==> config.mk <==
export PLATFORM = sky130hd
export DESIGN_NAME = ntt_intt_bfly_sched
export DESIGN_NICKNAME = d
export VERILOG_FILES = /design/src/rtl/ntt_intt_bfly_sched.sv
export SDC_FILE = /design/constraint.sdc
export NUM_CORES = 1
export LEC_CHECK = 0
export ABC_AREA = 1
export BUFFER_PORTS_ARGS = -buffer_cell sky130_fd_sc_hd__buf_2
export CAP_MARGIN = 20
export CORE_UTILIZATION = 54
export DETAILED_ROUTE_END_ITERATION = 12
export GPL_ROUTABILITY_DRIVEN = 0
export GPL_TIMING_DRIVEN = 0
export PLACE_DENSITY = 0.77
export SLEW_MARGIN = 10
export SYNTH_ARGS = -nofsm -noshare
export SYNTH_HDL_FRONTEND = slang
export SYNTH_SLANG_ARGS = --single-unit
==> constraint.sdc <==
create_clock -name clk -period 2.52 [get_ports clk]
set_clock_uncertainty 0.15 [all_clocks]
set_input_delay 0.252 -clock clk [delete_from_list [all_inputs] [get_ports clk]]
set_output_delay 0.252 -clock clk [all_outputs]
set_load 0.02 [all_outputs]
==> src/rtl/ntt_intt_bfly_sched.sv <==
// Butterfly scheduler for one in-place NTT/INTT over 2**LOGN coefficients.
// Each RUN cycle issues one butterfly's operand read addresses and twiddle
// address. The write-back addresses are the read addresses delayed PIPE cycles.
// DRAIN holds off the next stage until that stage's last write has landed.
module ntt_intt_bfly_sched #(
  parameter int LOGN = 3,
  parameter int PIPE = 2
) (
  input  logic            clk,
  input  logic            rst,
  input  logic            start,
  input  logic            inv,
  output logic            busy,
  output logic            done,
  output logic [LOGN-1:0] rd_addr_a,
  output logic [LOGN-1:0] rd_addr_b,
  output logic            rd_en,
  output logic [LOGN-1:0] tf_addr,
  output logic            pe_inv,
  output logic [LOGN-1:0] wr_addr_a,
  output logic [LOGN-1:0] wr_addr_b,
  output logic            wr_en
);

  localparam int BPS = 1 << (LOGN - 1);
  localparam int JW  = (LOGN > 1) ? LOGN - 1 : 1;
  localparam int SW  = (LOGN > 1) ? $clog2(LOGN) : 1;
  localparam int DW  = (PIPE > 1) ? $clog2(PIPE) : 1;

  typedef enum logic [1:0] {
    ST_IDLE,
    ST_RUN,
    ST_DRAIN,
    ST_DONE
  } state_t;

  state_t          r_state, w_state_nxt;
  logic [SW-1:0]   r_s, w_s_nxt;
  logic [JW-1:0]   r_j, w_j_nxt;
  logic [DW-1:0]   r_d, w_d_nxt;
  logic            r_inv, w_inv_nxt;

  logic [LOGN-1:0] r_rd_a, r_rd_b, r_tf;
  logic            r_rd_en;

  logic [PIPE-1:0] r_dly_en;
  logic [LOGN-1:0] r_dly_a [PIPE];
  logic [LOGN-1:0] r_dly_b [PIPE];

  logic [SW-1:0]   w_e;
  logic [LOGN-1:0] w_jx, w_h, w_g, w_o, w_a, w_b, w_tf;

  // State register with stage, butterfly and drain counters and captured direction.
  always_ff @(posedge clk or posedge rst) begin
    if (rst) begin
      r_state <= ST_IDLE;
      r_s     <= '0;
      r_j     <= '0;
      r_d     <= '0;
      r_inv   <= 1'b0;
    end else begin
      // NOTE: state elements use non-blocking assignments so every register
      // samples the pre-edge values, independent of statement order.
      r_state <= w_state_nxt;
      r_s     <= w_s_nxt;
      r_j     <= w_j_nxt;
      r_d     <= w_d_nxt;
      r_inv   <= w_inv_nxt;
    end
  end

  // Next-state logic: walk stages, butterflies within a stage, then drain.
  always_comb begin
    // NOTE: every output of this block gets a default first, so no path
    // leaves a variable unassigned and no latch is inferred.
    w_state_nxt = r_state;
    w_s_nxt     = r_s;
    w_j_nxt     = r_j;
    w_d_nxt     = r_d;
    w_inv_nxt   = r_inv;
    case (r_state)
      ST_IDLE: begin
        if (start) begin
          w_state_nxt = ST_RUN;
          w_s_nxt     = '0;
          w_j_nxt     = '0;
          w_inv_nxt   = inv;
        end
      end
      ST_RUN: begin
        if (r_j == JW'(BPS - 1)) begin
          w_state_nxt = ST_DRAIN;
          w_d_nxt     = '0;
        end else begin
          w_j_nxt = r_j + 1'b1;
        end
      end
      ST_DRAIN: begin
        if (r_d == DW'(PIPE - 1)) begin
          if (r_s == SW'(LOGN - 1)) begin
            w_state_nxt = ST_DONE;
          end else begin
            w_state_nxt = ST_RUN;
            w_s_nxt     = r_s + 1'b1;
            w_j_nxt     = '0;
          end
        end else begin
          w_d_nxt = r_d + 1'b1;
        end
      end
      ST_DONE: begin
        w_state_nxt = ST_IDLE;
        w_inv_nxt   = 1'b0;
      end
      default: w_state_nxt = ST_IDLE;
    endcase
  end

  // Butterfly addressing. With e = log2(half-span), forward uses e = LOGN-1-s
  // and inverse uses e = s; the twiddle base 2**(LOGN-1-e) is then common to both.
  always_comb begin
    w_e  = r_inv ? r_s : (SW'(LOGN - 1) - r_s);
    w_jx = LOGN'(r_j);
    w_h  = LOGN'(1) << w_e;
    w_g  = w_jx >> w_e;
    w_o  = w_jx & (w_h - LOGN'(1));
    w_a  = ((w_g << w_e) << 1) | w_o;
    w_b  = w_a + w_h;
    w_tf = (LOGN'(1) << (SW'(LOGN - 1) - w_e)) + w_g;
  end

  // Registered read-side outputs; addresses are zeroed outside RUN.
  always_ff @(posedge clk or posedge rst) begin
    if (rst) begin
      r_rd_en <= 1'b0;
      r_rd_a  <= '0;
      r_rd_b  <= '0;
      r_tf    <= '0;
    end else begin
      r_rd_en <= (r_state == ST_RUN);
      r_rd_a  <= (r_state == ST_RUN) ? w_a  : '0;
      r_rd_b  <= (r_state == ST_RUN) ? w_b  : '0;
      r_tf    <= (r_state == ST_RUN) ? w_tf : '0;
    end
  end

  // Write-back delay line carrying {rd_en, rd_addr_a, rd_addr_b} PIPE cycles.
  always_ff @(posedge clk or posedge rst) begin
    if (rst) begin
      // NOTE: the delay line is reset entry by entry, so a reset drops in-flight
      // writes at once instead of replaying stale enables afterwards.
      r_dly_en <= '0;
      for (int i = 0; i < PIPE; i++) begin
        r_dly_a[i] <= '0;
        r_dly_b[i] <= '0;
      end
    end else begin
      r_dly_en[0] <= r_rd_en;
      r_dly_a[0]  <= r_rd_a;
      r_dly_b[0]  <= r_rd_b;
      for (int i = 1; i < PIPE; i++) begin
        r_dly_en[i] <= r_dly_en[i-1];
        r_dly_a[i]  <= r_dly_a[i-1];
        r_dly_b[i]  <= r_dly_b[i-1];
      end
    end
  end

  assign busy      = (r_state == ST_RUN) || (r_state == ST_DRAIN);
  assign done      = (r_state == ST_DONE);
  assign pe_inv    = r_inv;
  assign rd_en     = r_rd_en;
  assign rd_addr_a = r_rd_a;
  assign rd_addr_b = r_rd_b;
  assign tf_addr   = r_tf;
  assign wr_en     = r_dly_en[PIPE-1];
  assign wr_addr_a = r_dly_a[PIPE-1];
  assign wr_addr_b = r_dly_b[PIPE-1];

endmodule

# Word-level counts from Yosys, hierarchy flattened
# Cells that the tools add are included.
# W data, S select, Z words.
[word_totals]
wordCells = 71
in_bits = 4
regBits = 32
[classes]
addsub = 8
n_reduce_logical = 11
n_mux = 22
eq_ne = 10
shift = 4
bitwise = 2
[op_table]
columns = ["op", "count"]
rows = [
  ["$mux W2", 11],
  ["$ne A2 B2 Y1 const B", 5],
  ["$mux W3", 3],
  ["$eq A2 B2 Y1 const B", 4],
  ["$pmux W2 S4", 1],
  ["$add A3 B3 Y3", 2],
  ["$pmux W2 S3", 1],
  ["$reduce_bool A2 Y1", 3],
  ["$shl A1 B2 Y3 const A", 2],
  ["$reduce_and A5 Y1", 1],
  ["$add A2 B1 Y2 const B", 2],
  ["$pmux W1 S2", 2],
  ["$pmux W2 S2", 1],
  ["$reduce_and A2 Y1", 2],
  ["$reduce_and A4 Y1", 1],
  ["$sub A2 B2 Y2 const A", 2],
  ["$and A2 B3 Y3", 1],
  ["$mux W1", 3],
  ["$or A3 B3 Y3", 1],
  ["$reduce_and A3 Y1", 1],
  ["$reduce_bool A3 Y1", 1],
  ["$shl A3 B2 Y2", 1],
  ["$shr A2 B2 Y3", 1],
  ["$sub A3 B1 Y3 const B", 1],
  ["other kinds (4)", 4],
]

# Logic depth before layout (Yosys ltp)
# Gate-level depths: netlist of run 1.
[logic_depth]
word_depth = 8
ltp_mapped = 12

# Least setup slack after synthesis of run 1
# OpenSTA, ideal clock, no wires.
[synth_path]
path_type = "flip-flop to flip-flop"
startpoint = "register r_s[0]"
endpoint = "register r_rd_b[2], in the netlist rd_addr_b[2]"
setup_ns = 0.119
arrival_ns = 1.768
path_stages_with_launch = 12
setup_slack_ns = 0.483
path_buffers = 0
path_cell_list = "dfrtp_1 -> inv_2 -> ha_1 -> nand2_4 -> nand4_1 -> nand3_2 -> nand2_1 -> fa_1 -> inv_1 -> nand3_1 -> nand2_1 -> nor2_1"
[synth_between]
elab_chain_len = 8
word_cells_on_any_way = 10
[synth_rtl]
columns = ["item", "line", "text"]
rows = [
  ["start, declared", "38", "logic [SW-1:0] r_s, w_s_nxt;"],
  ["start signal, assigned", "65", "r_s <= w_s_nxt;"],
  ["$sub A2 B2 Y2", "122", "w_e = r_inv ? r_s : (SW'(LOGN - 1) - r_s);"],
  ["$mux W2 (*)", "122", ""],
  ["$shl A1 B2 Y3", "124", "w_h = LOGN'(1) << w_e;"],
  ["$sub A3 B1 Y3", "126", "w_o = w_jx & (w_h - LOGN'(1));"],
  ["$and A2 B3 Y3", "126", ""],
  ["$or A3 B3 Y3", "127", "w_a = ((w_g << w_e) << 1) | w_o;"],
  ["$add A3 B3 Y3 (*)", "128", "w_b = w_a + w_h;"],
  ["$mux W3 (*)", "142", "r_rd_b <= (r_state == ST_RUN) ? w_b : '0;"],
  ["end signal, assigned", "142", ""],
  ["end, declared", "43", "logic [LOGN-1:0] r_rd_a, r_rd_b, r_tf;"],
]
# Every way passes the cells marked *; elsewhere a longest branch is shown, timed or not.
# A chain may end at the register's enable or synchronous reset.

# Worst setup path after layout of run 1
# Same ends and word-level chain as after synthesis.

==> key figures, run 1 <==
Outcome
  – Status: completed

STA
  – Min Clock Period, post-route: 2.269 ns
  – Post-route clock period utilization: 0.9003
  – WHS: around 0.019 ns
  – TNS Setup: 0 ns
  – Final Setup Violations: 0
  – Final hold viol count: 0
  – Fmax: 440.8 MHz
  – Fin. max-slew vios: 0
  – Unrepaired setup endpoints after global routing: false

Clock network
  – Clock buffer depth: 2
  – CTS buffer count: 5
  – Htree depth: 2
  – Clk slew on worst S/H paths: ~0.09 ns
  – Postcts setup bufs: 0
  – Worst-skew pair later-pin latency: between 0.3 and 0.4 ns
  – Sink Count: 32
  – Post-CTS Resized: 0
  – Root buf cell: clkbuf_4
  – CTS tree: yes

Worst hold path
  – Tightest Hold Check Type: in -> reg
  – Hold EP: pe_inv$_DFFE_PP0P_
  – Hold path depth: 3
  – Worst Hold Launch: inv

Setup path
  – CP Max Fanout: 6
  – Crit start category: flip-flop
  – Crit-path cells: inv_2, ha_1, nand2_4, nand4_1, nand3_2, nand2_1, fa_1, inv_1, nand3_1, nand2_1, nor2_1
  – CP Capture Type: flip-flop
  – Worst EP required: approximately 2.6 ns
  – Worst EP arrival: approximately 2.3 ns
  – CP max stage delay: around 0.47 ns
  – Worst path slowest cell: dfrtp_1
  – Crit path max-delay family: adder cells
  – Worst reg2reg path depth: 11
  – R2R Setup Slk: 0.25 ns
  – Setup CP Type: reg -> reg
  – Reg2reg end: rd_addr_b[2]$_DFF_PP0_
  – Crit path buf inv count: 2
  – Reg2reg start: r_s[0]$_DFFE_PP0P_
  – CP most frequent cell: nand2_1

Global routing
  – Met1 Usage GRT: 0.2362
  – First-pass GRT wire length: between 3000 and 4000 um
  – GRT Residual Overflow: 0
  – Grt peak-use layer: met2
  – Pin count of the biggest net entering global routing: 24
  – GRT Util Overall: 0.2053
  – GRT met3 Usage: 0.08333
  – Met2 Track Usage GR: 0.3354
  – Number of global-route vias before repair: ~880
  – Antenna violations before repair: 0

Final layout
  – # diodes: 0
  – Post-Layout Cell Count: 190
  – Final nets: 172
  – Share of layout cells above drive strength 1: 0.3313
  – Most common cell after layout, fill and taps aside: dfrtp_1
  – Final core utilization: 0.6779
  – Area grow syn2layout: 19.07%
  – Most frequent cells in the layout: dfrtp_1 (32), buf_2 (23), nand2_1 (22), inv_1 (12), o21ai_1 (8)

Synth
  – Post-synth cell types: 26
  – Ranking of synthesized cells by area: dfrtp_1 (57%), ha_1 (6.3%), nand2_1 (5.9%)
  – Synth area leader: dfrtp_1
  – Register bit count reported by yosys: 32
  – Top cell type's share of synthesized area: 0.5730
  – Sequential area share after synthesis: 0.5730
  – Syn Nets: 140
  – Average cell area after synthesis: approximately 11 um^2
  – Netlist Area Pre-Place: 1398 um^2
  – Mapped Cells: between 100 and 150
  – Synth Warn #: 0

Drt
  – First drt pass iteration count: 4
  – DRT iter0 DRCs: 26
  – Vias per inst: a little under 5
  – Via count: approximately 940
  – Final ANT Viol Nets: 0
  – Routed len/inst: approximately 12 um
  – DRT Wirelength: 2324 um
  – Drt drc: 0

Pwr
  – Tot Pwr: 2.130 mW
  – VDD IR max: roughly 0.9 mV
  – Pleak: 0.9170 nW
  – Pwr dens: around 1300 nW/um^2

Die
  – Die Y: approximately 53 um
  – I/O pin cnt: 24
  – Core Area: around 2500 um^2
  – DIE AREA: 2796 um^2
  – Row Count: 18
  – Starting Density: 0.5693
  – Die W: roughly 53 um

Placement
  – # port buffers: 23
  – DPL Wire Length: roughly 1700 um
  – Placed insts: 181

Job
  – Max-cap violations: 0
metal layers:
layer,vias up,part of all wire
met2,28,0.53
li1,458,-
met1,448,0.40
met5,-,0
met4,0,0.0090
met3,4,0.058
cell families (layout without fill, tap and decap cells):
group,Yosys count,after routing,synth area share
other,2,2,0.005374
AO/OA/AOI/OAI,18,18,0.07162
buffers and inverters,24,57,0.08773
AND/OR/NAND/NOR,42,42,0.1710
flip-flops,32,32,0.5730
adder cells (fa/ha/maj),9,9,0.09131
what timing repair did:
item / 4_1_cts / 5_1_grt
setup endpoints to repair: 0 / 0
endpoints found under the hold margin: 9 / 0
hold buffers: 1 / 0
worst reg2reg max path, cell delays in order (launching register included):
cell and delay [ns]:
dfrtp_1 0.47, inv_2 0.10, ha_1 0.35, nand2_4 0.12, nand4_1 0.11, nand3_2 0.11
nand2_1 0.07, fa_1 0.38, inv_1 0.09, nand3_1 0.09, nand2_1 0.07, nor2_1 0.04
registers in the layout, summed over array words and instances (netlist names):
signal     cells
pe_inv         1
r_d            1
r_dly_a        3
r_dly_b        3
r_dly_en       2
r_j            2
r_s            2
r_state        2
rd_addr_a      3
rd_addr_b      3
rd_en          1
tf_addr        3
wr_addr_a      3
wr_addr_b      3
synthesized netlist by cell type:
master,n
dfrtp_1,32
buf_6,1
nand2_1,22
conb_1,2
nor2_2,1
nand2_4,2
inv_2,4
inv_4,1
nand3_1,6
fa_1,2
ha_1,7
buf_4,6
nor2_1,4
o21ai_1,8
nand4_1,1
inv_1,12
a21oi_1,4
nor2_8,1
nand3_4,2
nand3_2,1
a21oi_2,1
o21a_1,1
nor3_1,1
nand2_2,1
o21ai_2,1
o21ai_0,3
layout make-up:
type	instances	area, um^2
sequential	32	800.8
fill	192	790.8
multi-input combinational	71	474.2
timing repair buffer	25	152.6
inverter	17	66.31
buffer	7	56.30
clock buffer	6	41.29
tap	30	37.54
clock inverter	2	35.03
worst max path at each step:
stage,start,endpoint,slack (ns),depth (start not counted)
2_1_floorplan,r_s[0]$_DFFE_PP0P_,rd_addr_b[2]$_DFF_PP0_,0.48,11
3_3_place_gp,r_s[0]$_DFFE_PP0P_,rd_addr_b[2]$_DFF_PP0_,0.39,11
3_5_place_dp,r_s[0]$_DFFE_PP0P_,rd_addr_b[2]$_DFF_PP0_,0.30,11
4_1_cts,r_s[0]$_DFFE_PP0P_,rd_addr_b[2]$_DFF_PP0_,0.28,11
5_1_grt,r_s[0]$_DFFE_PP0P_,rd_addr_b[2]$_DFF_PP0_,0.09,12
6_report,r_s[0]$_DFFE_PP0P_,rd_addr_b[2]$_DFF_PP0_,0.25,11
metrics by stage:
step	instance area, um^2	worst slack [ns]
2_1_floorplan	1398	0.4833
3_3_place_gp	1550	0.3943
3_5_place_dp	1578	0.3005
4_1_cts	1664	0.2763
5_1_grt	1664	0.09403
6_report	1664	0.2514
report_power, final:
part / leakage [nW] / internal (mW) / switching, mW
sequential: 0.423 / 0.675 / 0.100
clock: 0.0422 / 0.208 / 0.163
combinational: 0.452 / 0.356 / 0.627
Power figures use the tool's default switching activity.
==> run 2: changes to the inputs <==
- CORE_UTILIZATION: 54 -> 40
- PLACE_DENSITY: 0.77 -> unset
- REMOVE_ABC_BUFFERS: unset -> 1
==> run 2 against run 1 <==
Effect of this change: wire length is 4.7% lower; combinational power is 6.8% lower; register-to-register slack better by 0.07 ns; power is 5.7% lower; clock-buffer cell count is 1 higher; non-clock buffer count is 7 lower; sequential share of layout area is 1.4 points higher; global-route usage is 6.8 points lower; worst setup slack better by 0.069 ns; flip-flop and latch count stayed put.
==> key figures, run 2 (synthesis results as in run 1) <==
Final layout
  – Post-route cell area: 1617 um^2
  – Most common cell after layout, fill and taps aside: dfrtp_1
  – Final nets: between 150 and 200
  – Multi-input logic area: between 400 and 500 um^2
  – Post-Layout Cell Count: ~200
  – Share of layout cells above drive strength 1: 0.3026
  – Fillers: 325
  – # diodes: 0
  – Most frequent cells in the layout: dfrtp_1 (32), buf_2 (23), nand2_1 (22), inv_1 (12), o21ai_1 (8)
  – Storage cell area: roughly 800 um^2
  – Area grow syn2layout: 15.67%

Job
  – Max-cap violations: 0

Clock network
  – Sink Count: 32
  – Hold buffers post-CTS: 1
  – CTS buffer count: 5
  – Htree depth: 2
  – Clk slew on worst S/H paths: 0.09 ns
  – Post-CTS Resized: 0
  – Postcts setup bufs: 0
  – Clock buffer depth: 2
  – CTS tree: yes
  – Worst-skew pair later-pin latency: 0.32 ns
  – Root buf cell: clkbuf_4

Outcome
  – Status: completed

STA
  – Slew HR: 0.5606
  – TNS Setup: 0 ns
  – Fin. max-slew vios: 0
  – Worst-Margin Slew: between 0.6 and 0.7 ns
  – Min Clock Period, post-route: roughly 2.2 ns
  – Final hold viol count: 0
  – Final Setup Violations: 0
  – Post-route clock period utilization: 0.8727
  – Fmax: 454.7 MHz
  – Unrepaired setup endpoints after global routing: false

Drt
  – Drt drc: 0
  – Final ANT Viol Nets: 0
  – First drt pass iteration count: 4
  – Via count: between 800 and 900
  – DRT iter0 DRCs: 5
  – Vias per inst: about 4.4
  – Routed len/inst: 11.19 um
  – DRT Wirelength: approximately 2200 um

Die
  – Starting Density: 0.4188
  – DIE AREA: approximately 3700 um^2
  – Core Area: 3337 um^2
  – Die W: 61.11 um
  – I/O pin cnt: 24
  – Die Y: 61.11 um
  – Row Count: 21

Setup path
  – Crit-path cells: inv_2, ha_1, nand2_4, nand3_4, nand2_1, nand3_2, nand2_1, fa_1, inv_1, nand3_1, nand2_1, nor2_1
  – Worst EP required: between 2 and 3 ns
  – Crit start category: flip-flop
  – Worst reg2reg path depth: 12
  – R2R Setup Slk: approximately 0.32 ns
  – Crit path buf inv count: 2
  – Worst EP arrival: around 2.3 ns
  – Setup CP Type: reg -> reg
  – CP endpoint: rd_addr_b[2]$_DFF_PP0_
  – Worst path depth: 12
  – Worst path slowest cell: dfrtp_1
  – Reg2reg end: rd_addr_b[2]$_DFF_PP0_
  – Worst Setup SP: r_s[0]$_DFFE_PP0P_
  – CP Capture Type: flip-flop
  – CP max stage delay: 0.46 ns
  – CP most frequent cell: nand2_1
  – Crit path max-delay family: adder cells
  – CP Max Fanout: 6
  – Reg2reg start: r_s[0]$_DFFE_PP0P_

Worst hold path
  – Tightest Hold Check Type: in -> reg

Global routing
  – Number of global-route vias before repair: 800
  – Pin count of the biggest net entering global routing: 19
  – GRT Util Overall: 0.1375
  – First-pass GRT wire length: about 3500 um
  – Antenna violations before repair: 0
  – GRT Residual Overflow: 0

Pwr
  – Clk pwr share: 0.157
  – Seq pwr share: 0.387
  – Tot Pwr: between 2 and 2.5 mW
  – Pwr dens: approximately 1200 nW/um^2
  – Internal: around 1.2 mW
  – VDD IR max: approximately 0.6 mV
  – Switching part of the total: 0.4273
  – Gate power share: 0.457
  – P_sw: between 0.8 and 0.9 mW
  – Pleak: 0.8740 nW

Placement
  – # port buffers: 23
  – DPL Wire Length: roughly 1700 um
  – Placed insts: 190
  – DP Area: roughly 1500 um^2
==> run 2: worst reg2reg max path: cells and delay by family, from the launching register on <==
family	cells	cell delay (ns)
flip-flops	1	0.46
adder cells (fa/ha/maj)	2	0.74
buffers and inverters	2	0.18
AND/OR/NAND/NOR	8	0.56
==> run 2: through the flow <==
stage / worst slack (ns) / hold WS (ns) / util
6_report: 0.3207 / 0.02770 / 0.4844
5_1_grt: 0.1731 / 0.02130 / 0.4844
4_1_cts: 0.3177 / 0.02611 / 0.4844
3_5_place_dp: 0.3349 / 0.1901 / 0.4619
3_3_place_gp: 0.3772 / 0.1816 / 0.4537
2_1_floorplan: 0.4789 / 0.1812 / -
==> run 2: per-layer routing <==
metal | track usage | part of all wire
met1 | 0.1613 | 0.45
met2 | 0.2127 | 0.48
met3 | 0.06303 | 0.061
met4 | 0.06818 | 0.0090
met5 | 0 | 0
==> run 2: power groups by stage <==
| stage | combinational [mW] | sequential (mW) | clock [mW] |
|---|---|---|---|
| 3_3_place_gp | 0.890 | 0.776 | 0 |
| 6_report | 0.917 | 0.776 | 0.315 |
| 2_1_floorplan | 0.604 | 0.873 | 0 |
| 3_5_place_dp | 0.929 | 0.790 | 0 |
| 5_1_grt | 1.05 | 0.799 | 0.348 |
| 4_1_cts | 0.934 | 0.779 | 0.328 |
==> run 2: how the worst min path moves through the flow <==
stage / from / end / slack [ns] / depth (start not counted)
after floorplan: r_dly_en[0]$_DFF_PP0_ / r_dly_en[1]$_DFF_PP0_ / 0.18 / 0
after global placement: r_dly_b[5]$_DFF_PP0_ / wr_addr_b[2]$_DFF_PP0_ / 0.18 / 0
after detailed placement: r_dly_a[5]$_DFF_PP0_ / wr_addr_a[2]$_DFF_PP0_ / 0.19 / 0
after CTS: inv / pe_inv$_DFFE_PP0P_ / 0.03 / 3
after global routing: inv / pe_inv$_DFFE_PP0P_ / 0.02 / 3
final: inv / pe_inv$_DFFE_PP0P_ / 0.03 / 3
==> run 2: final cells by class <==
| cell class | instances | share of cell area |
|---|---|---|
| inverter | 17 | 0.04102 |
| tap | 46 | 0.03560 |
| sequential | 32 | 0.4954 |
| timing repair buffer | 25 | 0.09443 |
| multi-input combinational | 71 | 0.2933 |
| clock buffer | 7 | 0.04025 |
==> run 3: changes to the inputs <==
- PLACE_DENSITY: unset -> 0.69
==> run 3 against run 2 <==
Effect of this change: power rose by 2.3%; critical path depth down 1; wire length is 1.4% lower; via count increased by 3.9%; clock-buffer cell count is 1 lower; worst setup slack lost 0.0026 ns; core utilization increased by 0.64 points; critical path type unchanged; highest routed layer unchanged.
==> key figures, run 3 (synthesis results as in run 1) <==
Outcome
  – Status: completed

Clock network
  – CTS buffer count: 5
  – Htree depth: 2
  – Hold buffers post-CTS: 2
  – Post-CTS Resized: 0
  – Clk slew on worst S/H paths: 0.09 ns
  – Postcts setup bufs: 0
  – Root buf cell: clkbuf_4
  – CTS tree: yes
  – Sink Count: 32
  – Clock buffer depth: 2
  – Worst-skew pair later-pin latency: ~0.32 ns

Drt
  – Routed len/inst: around 11 um
  – First drt pass iteration count: 4
  – DRT iter0 DRCs: 15
  – Vias per inst: roughly 4.5
  – Drt drc: 0
  – Via count: between 900 and 1,000
  – DRT Wirelength: between 2000 and 2500 um
  – Final ANT Viol Nets: 0

Placement
  – DPL Wire Length: 1674 um
  – DP Area: ~1500 um^2
  – # port buffers: 23
  – Dpl ws: roughly 0.34 ns

Final layout
  – Area grow syn2layout: 17.19%
  – Most frequent cells in the layout: dfrtp_1 (32), buf_2 (23), nand2_1 (22), inv_1 (12), o21ai_1 (8)
  – Final nets: roughly 170
  – Share of layout cells above drive strength 1: 0.2987
  – # diodes: 0
  – Most common cell after layout, fill and taps aside: dfrtp_1
  – Post-route cell area: between 1500 and 2000 um^2

Setup path
  – Worst EP arrival: approximately 2.3 ns
  – Worst Setup SP: r_s[0]$_DFFE_PP0P_
  – Crit start category: flip-flop
  – CP Capture Type: flip-flop
  – CP Max Fanout: 6
  – Reg2reg start: r_s[0]$_DFFE_PP0P_
  – Worst EP required: around 2.6 ns
  – Setup CP Type: reg -> reg

STA
  – Fin. max-slew vios: 0
  – TNS Setup: 0 ns
  – Worst-Margin Slew: ~0.66 ns
  – Final Setup Violations: 0
  – Unrepaired setup endpoints after global routing: false
  – Final hold viol count: 0
  – Post-route clock period utilization: 0.8737
  – Slew HR: 0.5575
  – Min Clock Period, post-route: 2.202 ns
  – Fmax: 454.2 MHz
  – Final WS setup: approximately 0.32 ns

Global routing
  – GRT Util Overall: 0.1400
  – Antenna violations before repair: 0
  – Pin count of the biggest net entering global routing: 18
  – First-pass GRT wire length: 3705 um
  – Number of global-route vias before repair: around 910
  – GRT Residual Overflow: 0

Die
  – I/O pin cnt: 24
  – Row Count: 21
  – Die Y: between 60 and 70 um
  – DIE AREA: between 3000 and 4000 um^2
  – Die W: around 61 um
  – Core Area: between 3000 and 4000 um^2
  – Starting Density: 0.4188

Worst hold path
  – Tightest Hold Check Type: reg -> reg
  – Worst Hold Launch: r_dly_b[5]$_DFF_PP0_

Job
  – Max-cap violations: 0

Pwr
  – VDD IR max: 0.5955 mV
  – Pwr dens: between 1000 and 1500 nW/um^2
  – Pleak: approximately 0.88 nW
[run 3: changes by cell type in the layout (fill, tap and decap cells not counted)]
cell           before  now
clkbuf_8            2    0
clkinv_2            0    1
bufinv_16           0    1
clkbuf_1            0    1
dlygate4sd3_1       1    2
[run 3: area by class of cell]
class	instances	area, um^2
Tap cell	46	57.56
Clock buffer	6	41.29
Multi-Input combinational cell	71	474.2
Clock inverter	2	35.03
Fill cell	331	1699
Inverter	17	66.31
Timing Repair Buffer	26	162.7
Sequential cell	32	800.8
[run 3: worst paths after layout]
| kind | endpoint | slack, ns | cells after the start |
|---|---|---|---|
| min | wr_addr_b[2]$_DFF_PP0_ | 0.21 | 0 |
| min in group asynchronous | r_j[0]$_DFFE_PP0P_ | 0.41 | 3 |
| max reg2reg | rd_addr_b[2]$_DFF_PP0_ | 0.32 | 11 |
| max | rd_addr_b[2]$_DFF_PP0_ | 0.32 | 11 |
| max in group asynchronous | wr_addr_a[2]$_DFF_PP0_ | 1.30 | 4 |
| min reg2reg | wr_addr_b[2]$_DFF_PP0_ | 0.21 | 0 |
[run 3: per-stage QoR]
step           utilization  power (mW)  cells  hold WS, ns
2_1_floorplan            -       1.477    120       0.1812
3_3_place_gp        0.4537       1.656    189       0.1829
3_5_place_dp        0.4619       1.708    190       0.1913
4_1_cts             0.4908       2.088    200       0.2132
5_1_grt             0.4908       2.247    200       0.2217
6_report            0.4908       2.056    200       0.2093
[run 3: where the power goes]
part	total, mW	switching [mW]	internal [mW]
sequential	0.772	0.0977	0.675
clock	0.368	0.160	0.208
combinational	0.916	0.597	0.319
total	2.06	0.855	1.20
[run 3: layer usage]
metal  vias up  part of all wire  track usage
met5         -                 0            0
met4         0             0.013      0.08117
met3         4             0.060      0.04412
met2        30              0.49       0.2267
met1       428              0.44       0.1638
li1        445                 -            -
[run 3: worst max-delay path: stages, from the launching register on]
cell     delay, ns
dfrtp_1       0.46
inv_2         0.10
ha_1          0.35
nand2_4       0.12
nand4_1       0.12
nand3_2       0.11
nand2_1       0.07
fa_1          0.38
inv_1         0.08
nand3_1       0.07
nand2_1       0.06
nor2_1        0.04
